## src/rtl/fft_pkg.sv

```systemverilog
// Shared types and sizing for the 8-point FFT frame sequencer.
package fft_pkg;

  localparam int unsigned DATA_W   = 16;
  localparam int unsigned N        = 8;
  localparam int unsigned CORE_LAT = 3;
  localparam int unsigned CNT_W    = $clog2(N);

  typedef enum logic [2:0] {
    LOAD,
    WRITE,
    RUN,
    CAPTURE,
    UNLOAD
  } state_t;

  typedef struct packed {
    logic signed [DATA_W-1:0] re;
    logic signed [DATA_W-1:0] im;
  } cplx_t;

endpackage

```

## src/rtl/fft_frame_buf.sv

```systemverilog
// N-entry complex register file: indexed write, whole-frame load,
// flattened parallel read and an indexed read mux.
module fft_frame_buf
  import fft_pkg::*;
(
  input  logic                clk,
  input  logic                rst,
  input  logic                wr_en,
  input  logic [CNT_W-1:0]    wr_idx,
  input  cplx_t               wr_data,
  input  logic                ld_en,
  input  logic [N*DATA_W-1:0] ld_real,
  input  logic [N*DATA_W-1:0] ld_imag,
  input  logic [CNT_W-1:0]    rd_idx,
  output cplx_t               rd_data_c,
  output logic [N*DATA_W-1:0] par_real,
  output logic [N*DATA_W-1:0] par_imag
);

  cplx_t mem [N];

  // Frame load takes priority over a single-entry write.
  always_ff @(posedge clk or posedge rst) begin
    if (rst) begin
      for (int k = 0; k < int'(N); k++) mem[k] <= '0;
    end else if (ld_en) begin
      for (int k = 0; k < int'(N); k++) begin
        mem[k] <= '{re: ld_real[k*DATA_W +: DATA_W], im: ld_imag[k*DATA_W +: DATA_W]};
      end
    end else if (wr_en) begin
      mem[wr_idx] <= wr_data;
    end
  end

  for (genvar k = 0; k < int'(N); k++) begin : g_par
    assign par_real[k*DATA_W +: DATA_W] = mem[k].re;
    assign par_imag[k*DATA_W +: DATA_W] = mem[k].im;
  end

  assign rd_data_c = mem[rd_idx];

endmodule

```

## src/rtl/fft_frame_ctrl.sv

```systemverilog
// Frame sequencer: serial load, core write/start/capture, serial unload.
// The handshake-less FFT core sits between in_buf and out_buf.
module fft_frame_ctrl
  import fft_pkg::*;
(
  input  logic                clk,
  input  logic                rst,
  input  logic                flush,
  input  logic                s_valid,
  output logic                s_ready,
  input  logic [DATA_W-1:0]   s_real,
  input  logic [DATA_W-1:0]   s_imag,
  output logic                m_valid,
  input  logic                m_ready,
  output logic [DATA_W-1:0]   m_real,
  output logic [DATA_W-1:0]   m_imag,
  output logic                m_last,
  output logic                busy,
  output logic                core_write,
  output logic                core_start,
  output logic [N*DATA_W-1:0] core_in_real,
  output logic [N*DATA_W-1:0] core_in_imag,
  input  logic [N*DATA_W-1:0] core_out_real,
  input  logic [N*DATA_W-1:0] core_out_imag
);

  localparam logic [CNT_W-1:0] LAST_IDX = CNT_W'(N - 1);
  localparam logic [CNT_W-1:0] LAST_LAT = CNT_W'(CORE_LAT - 1);

  state_t           state, state_d;
  logic [CNT_W-1:0] cnt, cnt_d;
  logic [CNT_W-1:0] lat, lat_d;
  logic [CNT_W-1:0] idx, idx_d;

  logic  s_hs, m_hs, in_wr, out_ld;
  cplx_t s_sample, core_bin0, out_rd, m_bin_d;

  cplx_t               in_rd_unused;
  logic [N*DATA_W-1:0] out_par_real_unused;
  logic [N*DATA_W-1:0] out_par_imag_unused;

  assign s_hs      = (state == LOAD) && s_valid && s_ready;
  assign m_hs      = m_valid && m_ready;
  assign in_wr     = s_hs && !flush;
  assign out_ld    = (state == CAPTURE);
  assign s_sample  = '{re: s_real, im: s_imag};
  assign core_bin0 = '{re: core_out_real[DATA_W-1:0], im: core_out_imag[DATA_W-1:0]};

  fft_frame_buf in_buf (
    .clk       (clk),
    .rst       (rst),
    .wr_en     (in_wr),
    .wr_idx    (cnt),
    .wr_data   (s_sample),
    .ld_en     (1'b0),
    .ld_real   ('0),
    .ld_imag   ('0),
    .rd_idx    ('0),
    .rd_data_c (in_rd_unused),
    .par_real  (core_in_real),
    .par_imag  (core_in_imag)
  );

  fft_frame_buf out_buf (
    .clk       (clk),
    .rst       (rst),
    .wr_en     (1'b0),
    .wr_idx    ('0),
    .wr_data   ('0),
    .ld_en     (out_ld),
    .ld_real   (core_out_real),
    .ld_imag   (core_out_imag),
    .rd_idx    (idx_d),
    .rd_data_c (out_rd),
    .par_real  (out_par_real_unused),
    .par_imag  (out_par_imag_unused)
  );

  always_ff @(posedge clk or posedge rst) begin
    if (rst) begin
      state <= LOAD;
      cnt   <= '0;
      lat   <= '0;
      idx   <= '0;
    end else begin
      state <= state_d;
      cnt   <= cnt_d;
      lat   <= lat_d;
      idx   <= idx_d;
    end
  end

  // flush beats a same-cycle handshake; counters wrap only through state changes.
  always_comb begin
    state_d = state;
    cnt_d   = cnt;
    lat_d   = lat;
    idx_d   = idx;
    unique case (state)
      LOAD: begin
        if (flush) begin
          cnt_d = '0;
        end else if (s_hs) begin
          if (cnt == LAST_IDX) begin
            cnt_d   = '0;
            state_d = WRITE;
          end else begin
            cnt_d = cnt + CNT_W'(1);
          end
        end
      end
      WRITE: begin
        lat_d   = '0;
        state_d = RUN;
      end
      RUN: begin
        if (lat == LAST_LAT) begin
          lat_d   = '0;
          state_d = CAPTURE;
        end else begin
          lat_d = lat + CNT_W'(1);
        end
      end
      CAPTURE: begin
        idx_d   = '0;
        state_d = UNLOAD;
      end
      UNLOAD: begin
        if (m_hs) begin
          if (idx == LAST_IDX) begin
            idx_d   = '0;
            state_d = LOAD;
          end else begin
            idx_d = idx + CNT_W'(1);
          end
        end
      end
      default: state_d = LOAD;
    endcase
  end

  // Bin 0 bypasses out_buf on the capture cycle since out_buf loads on the same edge.
  assign m_bin_d = (state == CAPTURE) ? core_bin0 : out_rd;

  always_ff @(posedge clk or posedge rst) begin
    if (rst) begin
      s_ready    <= 1'b0;
      busy       <= 1'b0;
      core_write <= 1'b0;
      core_start <= 1'b0;
      m_valid    <= 1'b0;
      m_last     <= 1'b0;
      m_real     <= '0;
      m_imag     <= '0;
    end else begin
      s_ready    <= (state_d == LOAD);
      busy       <= (state_d != LOAD);
      core_write <= (state_d == WRITE);
      core_start <= (state_d == RUN);
      m_valid    <= (state_d == UNLOAD);
      m_last     <= (state_d == UNLOAD) && (idx_d == LAST_IDX);
      m_real     <= m_bin_d.re;
      m_imag     <= m_bin_d.im;
    end
  end

endmodule

```

## config.mk

```make
export PLATFORM = sky130hd
export DESIGN_NAME = fft_frame_ctrl
export DESIGN_NICKNAME = d
export VERILOG_FILES = /design/src/rtl/fft_pkg.sv /design/src/rtl/fft_frame_buf.sv /design/src/rtl/fft_frame_ctrl.sv
export SDC_FILE = /design/constraint.sdc
export NUM_CORES = 1
export LEC_CHECK = 0
export ABC_AREA = 0
export CORE_AREA = 2 2 226 228
export DETAILED_ROUTE_END_ITERATION = 6
export DIE_AREA = 0 0 228 230
export PLACE_DENSITY = 0.75
export SLEW_MARGIN = 20
export SYNTH_ARGS = -nofsm -noshare
export SYNTH_HDL_FRONTEND = slang
export SYNTH_SLANG_ARGS = --single-unit
```

## constraint.sdc

```tcl
create_clock -name clk -period 47.8 [get_ports clk]
set_input_delay 4.78 -clock clk [delete_from_list [all_inputs] [get_ports clk]]
set_output_delay 4.78 -clock clk [all_outputs]
set_load 0.02 [all_outputs]
```

==> results of run 1 <==
cells by family (layout without fill, tap and decap cells):
family,after synthesis,after routing,share of synthesized area
fa+ha+maj,4,4,0.002101
mux,256,256,0.1210
flops,562,562,0.5905
simple gates,975,975,0.1729
xor+xnor,1,1,0.0003678
compound gates,268,268,0.08180
other cells,0,6,0
buf+inv,166,727,0.03131
routing by layer:
metal  track usage  vias to the layer above  wire [um]
li1              -                     8655          -
met1        0.3654                     9640      30210
met2        0.4808                      881      37440
met3       0.05990                      158       5517
met4        0.1107                        2       2960
met5             0                        -         12
where the power goes:
part / switching, mW / internal, mW
combinational: 0.277 / 0.210
clock: 0.188 / 0.303
sequential: 0.0346 / 0.523
flip-flops by register name, indices dropped and copies added, names as in the netlist, 3 cells and up:
register / count
cnt: 3
lat: 3
out_buf.par_real: 128
out_buf.par_imag: 128
m_real: 16
in_buf.par_imag: 128
in_buf.par_real: 128
m_imag: 16
idx: 3
state: 3
synth_stat cells (5+ instances only):
library cell,instances,share of area
o311ai_1,17,0.0063
buf_2,21,0.0044
nor4_1,16,0.0042
a21oi_1,5,0.0011
a31o_1,12,0.0044
mux2_2,242,0.11
a211oi_1,77,0.024
dfrtp_1,562,0.59
buf_4,7,0.0022
clkbuf_1,112,0.018
a22oi_1,9,0.0028
inv_1,6,0.00095
nor2_1,18,0.0028
mux2_1,14,0.0066
a21boi_0,10,0.0032
and3_1,77,0.020
a21o_1,20,0.0063
buf_6,9,0.0043
nand2_1,779,0.12
o2111ai_1,19,0.0070
buf_1,8,0.0013
o211ai_1,20,0.0063
nand3_1,54,0.011
o21ai_0,61,0.013
placed cells by master, fill, tap and decap left out, types with 3 or more instances in the layout:
cell	instances
o2111ai_1	19
a211oi_1	77
clkbuf_16	59
nor3_1	4
mux2_1	14
nand3_1	53
nor4_1	16
nor3b_4	3
nor2_1	18
clkdlybuf4s50_1	586
nand2_1	777
inv_1	5
bufinv_16	8
ha_1	4
nor2b_1	3
and3_1	77
o21ai_0	61
buf_4	20
a31o_1	12
a21o_1	20
clkbuf_8	22
clkinv_4	3
a21boi_0	10
diode_2	6
mux2_2	242
o211ai_1	20
buf_12	3
a22oi_1	9
o311ai_1	17
buf_6	3
clkinv_2	5
a21oi_1	5
clkbuf_1	8
dfrtp_1	562
nand4b_1	3
final timing paths:
path,endpoint,from,cells past startpoint
setup / recovery,m_imag[15],m_ready,6
hold reg to reg,out_buf.par_real[35],out_buf.par_real[35],2
hold / removal,out_buf.par_real[35],out_buf.par_real[35],2
setup reg to reg,m_imag[15],idx[0],7
max in group asynchronous,in_buf.par_imag[80],rst,4
min in group asynchronous,in_buf.par_real[70],rst,2
worst reg2reg max path, stage by stage (launching register included):
cell	delay [ns]
dfrtp_1	0.77
ha_1	0.43
ha_1	0.27
nand4bb_1	0.87
nor2_4	1.20
o21ai_0	0.31
a31o_1	0.29
nor4_1	0.30
layout make-up:
| cell class | instances | share of cell area |
|---|---|---|
| repair buffers | 612 | 0.1893 |
| inverters | 7 | 0.001202 |
| clock buffers | 89 | 0.05604 |
| clock inverters | 19 | 0.009767 |
| well taps | 672 | 0.02605 |
| flip-flops and latches | 562 | 0.4356 |
| diodes | 6 | 0.0004651 |
| multi-input cells | 1504 | 0.2816 |
==> flow_summary_export.csv, run 1 <==
group,metric,value,unit
outcome,status,"complete, no violations",
synth,ys_ff_latch,562,
drt,postRouteAntennaNets,0,
global_routing,grt_max_degree,203,
die,io_pins,587,
synth,synth-main-ff-cell,"dfrtp_1",
setup_path,slowest_delay,1.19,ns
power,cellPowerDensity,47.57,nW/um^2
drt,first_pass_iters,5,
synth,synth_edf_count,0,
global_routing,grt_pass1_wl,116700,um
power,peakVddDrop,0.00003581,V
timing,clock_skew,0.01639,ns
global_routing,antenna_found_initial,9,
min_path,hold_path_class,"reg -> reg",
place,gp_congestion,0.9041,
synth,synth_cell_types,61,
synth,synth-async-reset-ratio,1.000,
drt,via_per_inst,5.571,
timing,hold_slack,0.4702,ns
die,die-width,228,um
synth,synth.avg_cell_area,10.67,um^2
timing,tightest_slew,1.114,ns
cts,cts_setup_buffers,0,
cts,cts-root-buf,"clkbuf_16",
timing,period_needed,7.770,ns
timing,setup_violations,0,
timing,fin_crit_sh,0.1626,
cts,ctsResizeCount,0,
synth,syn_nets,2529,
finish,layout-drive-gt1-share,0.1407,
timing,relSlewSlack,0.2553,
die,dieArea,52440,um^2
power,power_leakage,14.38,nW
drt,drc,0,
setup_path,reg2reg_setup_slack,43.25,ns
drt,drt-initial-drc-count,1775,
cts,clockBufferDepth,3,
cts,h-tree-depth,2,
finish,instances_no_fill,3471,
setup_path,crit_path_top_delay_cell,"nor2_4",
global_routing,grt_pass1_vias,19410,
setup_path,path_delay_family,"simple AND/OR/NAND/NOR gates",
place,dp.cells,3356,
finish,seqCellArea,14060,um^2
synth,ys_seq_area_frac,0.5905,
cts,cts_tree,"built",
cts,cts_sinks,562,
place,dp_hpwl,52410,um
global_routing,gr-usage-all-layers,0.2863,
finish,area_growth,35.55,%
flow_run,maxCapViolations,0,
place,place_ws,39.60,ns
setup_path,required,48.30,ns
setup_path,critical_path_class,"in -> reg",
die,fp.coreArea,49860,um^2
place,io_buffers,586,
finish,multi_input_area,9090,um^2
power,total_power,1.536,mW
die,start_util,0.4776,
finish,fin_util,0.6474,
drt,post_drt_wl_per_cell,21.94,um
timing,rsz0062_at_grt,"false",
setup_path,worstSetupStartpointType,"primary input",
die,row_count,82,
cts,clkTransAtPathRegs,0.06,ns
synth,yosys_warnings,0,
cts,cts_inserted_buffers,57,
finish,final_nets,3041,
drt,wirelength,76150,um
synth,syn-instance-count,2232,
timing,hold_viol_final,0,
cts,clk_latency,0.61,ns
setup_path,critical_path_buf_inv_count,1,
global_routing,overflow,0,
synth,syn_area,23820,um^2
finish,design_area,32280,um^2
setup_path,crit_path_max_fanout,33,
timing,finalSetupTns,0,ns
timing,max_freq,128.7,MHz
finish,fillCellCount,3800,
setup_path,crit_arrival,8.27,ns
timing,timing.final.max_slew_violations,0,
setup_path,worstPathCellList,"clkdlybuf4s50_1 -> nand4bb_1 -> nor2_4 -> o21ai_0 -> a31o_1 -> nor4_1",
drt,via_count,19336,
place,dpl-instance-area,30110,um^2
cts,postCtsHoldBufs,0,
timing,fin_ws,40.03,ns
die,die_h,230,um
setup_path,critPathCaptureType,"flop",
Note: power is estimated with default switching activity, not from simulation.
==> run 2: changes to the inputs <==
CORE_AREA = default   (was 2 2 226 228)
CORE_MARGIN = 2   (was default)
CORE_UTILIZATION = 45   (was default)
DIE_AREA = default   (was 0 0 228 230)
PLACE_DENSITY = 0.74   (was 0.75)
clock period = 6.35 ns   (was 47.8 ns; I/O delays follow)
==> run 2 against run 1 <==
Net effect: die area increased by 4.5%; routed wire length down 0.15%; register-to-register slack worse by 41 ns.
==> flow_summary_export.csv, run 2 (same netlist as run 1, synthesis figures left out) <==
group,metric,value,unit
place,dp_hpwl,52110,um
setup_path,endpoint,"m_real[7]",
setup_path,critical_path_buf_inv_count,0,
flow_run,maxCapViolations,0,
cts,h-tree-depth,2,
die,fp.coreArea,52450,um^2
global_routing,gr-usage-all-layers,0.2725,
timing,fin_crit_sh,0.6699,
min_path,hold_path_class,"in -> async",
power,swShare,0.3285,
cts,cts-root-buf,"clkbuf_16",
power,total_power,11.46,mW
drt,postRouteAntennaNets,0,
setup_path,critical_path_class,"reg -> reg",
timing,relSlewSlack,0.2447,
setup_path,worstSetupStartpointType,"flop",
power,p_seq_frac,0.366,
setup_path,critPathLaunch,"idx[0]",
die,dieArea,54780,um^2
power,power_leakage,14.34,nW
die,die-width,234.1,um
finish,fillCellCount,4102,
setup_path,worstSetupPathDepth,7,
setup_path,worstPathCellList,"ha_1 -> ha_1 -> nand4bb_1 -> nor2_4 -> o21ai_0 -> a31o_1 -> nor4_1",
global_routing,overflow,0,
die,row_count,84,
timing,hold_viol_final,0,
power,peakVddDrop,0.0002470,V
drt,first_pass_iters,5,
cts,cts_tree,"built",
setup_path,reg2reg_setup_slack,2.10,ns
cts,cts_inserted_buffers,57,
finish,fin_util,0.6151,
finish,design_area,32260,um^2
timing,timing.final.max_slew_violations,0,
outcome,status,"complete, no violations",
setup_path,required,6.85,ns
cts,clockBufferDepth,3,
setup_path,worstRegToRegCells,7,
setup_path,worstReg2RegEnd,"m_real[7]",
setup_path,cpMostUsedCell,"ha_1",
global_routing,grt_pass1_vias,19469,
drt,wirelength,76030,um
setup_path,crit_arrival,4.76,ns
place,gp_congestion,0.8820,
cts,ctsResizeCount,0,
cts,clk_latency,0.62,ns
power,switchingPower,3.765,mW
cts,cts_sinks,562,
timing,tightest_slew,1.133,ns
drt,via_per_inst,5.555,
place,dp.cells,3369,
setup_path,crit_path_top_delay_cell,"nor2_4",
global_routing,antenna_found_initial,17,
cts,clkTransAtPathRegs,0.07,ns
timing,max_freq,235.1,MHz
finish,final_nets,3039,
timing,period_needed,4.254,ns
cts,cts_setup_buffers,0,
place,dpl-instance-area,30150,um^2
die,die_h,234.1,um
finish,final_cell_mix,"nand2_1 (777), clkdlybuf4s50_1 (586), dfrtp_1 (562), mux2_2 (242)",
finish,area_growth,35.46,%
drt,via_count,19366,
finish,final_common_cell,"nand2_1",
global_routing,grt_pass1_wl,114600,um
timing,setup_violations,0,
place,place_ws,2.043,ns
setup_path,path_delay_family,"simple AND/OR/NAND/NOR gates",
drt,drt-initial-drc-count,1486,
power,p_int,7.697,mW
setup_path,crit_path_max_fanout,33,
timing,clock_skew,0.02181,ns
power,pwr-share-clk,0.315,
die,start_util,0.4541,
power,cellPowerDensity,355.3,nW/um^2
finish,layout-drive-gt1-share,0.1388,
timing,finalSetupTns,0,ns
finish,multi_input_area,9104,um^2
power,power_frac_comb,0.319,
setup_path,r2r_start,"idx[0]",
timing,rsz0062_at_grt,"false",
finish,instances_no_fill,3486,
setup_path,slowest_delay,1.12,ns
cts,postCtsHoldBufs,0,
finish,seqCellArea,14060,um^2
drt,post_drt_wl_per_cell,21.81,um
drt,drc,0,
timing,fin_ws,2.096,ns
global_routing,grt_max_degree,206,
place,io_buffers,586,
die,io_pins,587,
timing,hold_slack,0.4489,ns
setup_path,critPathCaptureType,"flop",
run 2: cell types whose count changed in the layout (fill, tap and decap cells not counted), moves of 2 or more:
cell        delta
diode_2        +3
clkbuf_1       +2
clkinv_4       -2
buf_6          -3
buf_4          -3
clkbuf_8       -9
buf_16         +2
clkinvlp_4     +2
clkinv_2       +5
buf_12         +2
run 2: power by group through the flow:
| stage | Combinational (mW) | Sequential (mW) | Clock [mW] |
|---|---|---|---|
| finish | 3.66 | 4.20 | 3.61 |
| global route | 3.90 | 4.23 | 3.82 |
| CTS | 3.64 | 4.20 | 3.66 |
| detailed placement | 3.62 | 4.26 | 0 |
| global placement | 3.52 | 4.24 | 0 |
| floorplan | 1.76 | 4.56 | 0 |
run 2: area by class of cell:
class,count,share of cell area
sequential,562,0.4359
multi-input combinational,1504,0.2822
timing repair buffer,610,0.1906
clock buffer,82,0.05247
tap,688,0.02668
clock inverter,24,0.01051
inverter,7,0.0009308
antenna,9,0.0006981
run 2: worst min-delay path by stage:
| stage | to | depth (start not counted) | from | slack (ns) |
|---|---|---|---|---|
| 4_1_cts | in_buf.par_real[0] | 2 | rst | 0.44 |
| 6_report | in_buf.par_real[48] | 2 | rst | 0.45 |
| 3_5_place_dp | out_buf.par_imag[47] | 2 | out_buf.par_imag[47] | 0.45 |
| 2_1_floorplan | out_buf.par_imag[0] | 2 | out_buf.par_imag[0] | 0.44 |
| 5_1_grt | in_buf.par_real[0] | 2 | rst | 0.46 |
| 3_3_place_gp | out_buf.par_imag[12] | 2 | out_buf.par_imag[12] | 0.45 |
run 2: routing by layer:
metal	wire (um)	vias up	GRT usage
li1	-	8657	-
met1	29380	9645	0.3387
met2	37290	873	0.4576
met3	6537	179	0.06992
met4	2746	12	0.1034
met5	83	-	0
run 2: worst reg2reg max path, stage by stage, from the launching register on:
cell and delay [ns]:
dfrtp_1 0.74, ha_1 0.40, ha_1 0.25, nand4bb_1 0.81, nor2_4 1.12, o21ai_0 0.25
a31o_1 0.27, nor4_1 0.29
==> run 3: changes to the inputs <==
clock period = 3.4 ns   (was 6.35 ns; I/O delays follow)
==> run 3 against run 2 <==
Net effect: via count is essentially flat; global-route usage increased by 0.065 points; first-iteration DRC count up 5.6%; sequential power grew 85%; utilization increased by 0.21 points; non-clock buffer count is 27 higher; count of clock-buffer cells in the layout increased by 4; design area increased by 0.35%; final cell count is 0.60% higher; highest routed layer unchanged.
==> flow_summary_export.csv, run 3 (same netlist as run 1, synthesis figures left out) <==
group,metric,value,unit
power,power_leakage,14.40,nW
setup_path,slowest_delay,0.71,ns
finish,final_common_cell,"nand2_1",
timing,timing.final.max_slew_violations,0,
global_routing,grt_max_degree,265,
drt,post_drt_wl_per_cell,21.64,um
power,total_power,21.05,mW
setup_path,critical_path_class,"reg -> reg",
die,fp.coreArea,52450,um^2
cts,clk_latency,0.59,ns
global_routing,antenna_found_initial,10,
die,dieArea,54780,um^2
global_routing,gr-usage-all-layers,0.2732,
cts,clkTransAtPathRegs,0.07,ns
finish,multi_input_area,9104,um^2
timing,hold_viol_final,0,
cts,cts_tree,"built",
setup_path,critical_path_buf_inv_count,1,
drt,via_count,19363,
global_routing,grt_pass1_vias,19431,
place,dp_hpwl,53510,um
setup_path,worstPathCellList,"nor3b_4 -> a211oi_1 -> a31oi_4 -> inv_2 -> a211oi_1 -> o311ai_1",
place,io_buffers,586,
finish,instances_no_fill,3507,
flow_run,maxCapViolations,0,
outcome,status,"complete, no violations",
drt,postRouteAntennaNets,0,
timing,setup_violations,0,
finish,seqCellArea,14060,um^2
cts,cts_inserted_buffers,56,
timing,finalSetupTns,0,ns
cts,clockBufferDepth,3,
die,die-width,234.1,um
setup_path,path_delay_family,"compound AO/OA/AOI/OAI gates",
timing,period_needed,3.109,ns
min_path,hold_path_class,"in -> async",
power,cellPowerDensity,650.1,nW/um^2
timing,clock_skew,0.01093,ns
finish,area_growth,35.93,%
finish,fillCellCount,4114,
timing,rsz0062_at_grt,"false",
global_routing,overflow,0,
setup_path,crit_path_max_fanout,21,
setup_path,cpMostUsedCell,"a211oi_1",
place,gp_congestion,0.8656,
place,place_ws,0.2385,ns
drt,via_per_inst,5.521,
cts,cts_setup_buffers,0,
setup_path,required,3.83,ns
setup_path,crit_arrival,3.54,ns
drt,first_pass_iters,6,
cts,h-tree-depth,2,
die,io_pins,587,
timing,relSlewSlack,0.2529,
setup_path,worstSetupStartpointType,"flop",
cts,cts-root-buf,"clkbuf_16",
timing,fin_crit_sh,0.9143,
cts,cts_sinks,562,
timing,max_freq,321.7,MHz
drt,drt-initial-drc-count,1569,
finish,layout-drive-gt1-share,0.1426,
cts,postCtsHoldBufs,0,
drt,wirelength,75900,um
timing,fin_ws,0.2914,ns
timing,tightest_slew,1.121,ns
finish,final_cell_mix,"nand2_1 (777), clkdlybuf4s50_1 (586), dfrtp_1 (562), mux2_2 (242)",
die,die_h,234.1,um
place,dp.cells,3397,
drt,drc,0,
setup_path,critPathCaptureType,"flop",
setup_path,crit_path_top_delay_cell,"a31oi_4",
die,row_count,84,
power,peakVddDrop,0.0003865,V
finish,final_nets,3065,
die,start_util,0.4541,
finish,fin_util,0.6173,
cts,ctsResizeCount,0,
global_routing,grt_pass1_wl,115100,um
run 3: cell types whose count changed in the layout (fill, tap and decap cells not counted), sizes merged:
cell	previous run	this run
diode	9	6
inv	8	7
buf	24	51
clkinvlp	4	3
clkinv	11	9
clkbuf	82	86
bufinv	8	5
run 3: final cells by class:
type | count | area share
clock buffers | 86 | 0.05020
flip-flops and latches | 562 | 0.4344
diodes | 6 | 0.0004638
clock inverters | 17 | 0.006764
inverters | 7 | 0.0009276
well taps | 688 | 0.02659
repair buffers | 637 | 0.1994
multi-input cells | 1504 | 0.2812
run 3: per-stage QoR:
| stage | area [um^2] | hold slack [ns] |
|---|---|---|
| 2_1_floorplan | 23820 | 0.4374 |
| 3_3_place_gp | 30490 | 0.4511 |
| 3_5_place_dp | 30490 | 0.4544 |
| 4_1_cts | 32330 | 0.1098 |
| 5_1_grt | 32360 | 0.1319 |
| 6_report | 32370 | 0.1278 |
run 3: final timing paths:
kind / startpoint / to / slack [ns] / depth (start not counted)
setup / recovery: state[2] / m_imag[3] / 0.29 / 6
hold / removal: rst / in_buf.par_real[48] / 0.13 / 2
setup reg to reg: state[2] / m_imag[3] / 0.29 / 6
hold reg to reg: out_buf.par_imag[1] / out_buf.par_imag[1] / 0.47 / 2
max in group asynchronous: rst / in_buf.par_imag[58] / 2.25 / 3
min in group clk: core_out_imag[127] / out_buf.par_imag[127] / 0.27 / 3
run 3: report_power, final:
group / leakage, nW / switching, mW / internal, mW
sequential: 6.33 / 0.439 / 7.36
combinational: 7.18 / 3.93 / 3.10
clock: 0.901 / 2.56 / 3.66
run 3: per-layer routing:
| metal | part of all wire | wire length (um) | track usage |
|---|---|---|---|
| met5 | 0.00069 | 52 | 0 |
| met4 | 0.045 | 3409 | 0.1163 |
| met3 | 0.079 | 5995 | 0.06019 |
| met2 | 0.48 | 36700 | 0.4499 |
| met1 | 0.39 | 29740 | 0.3486 |
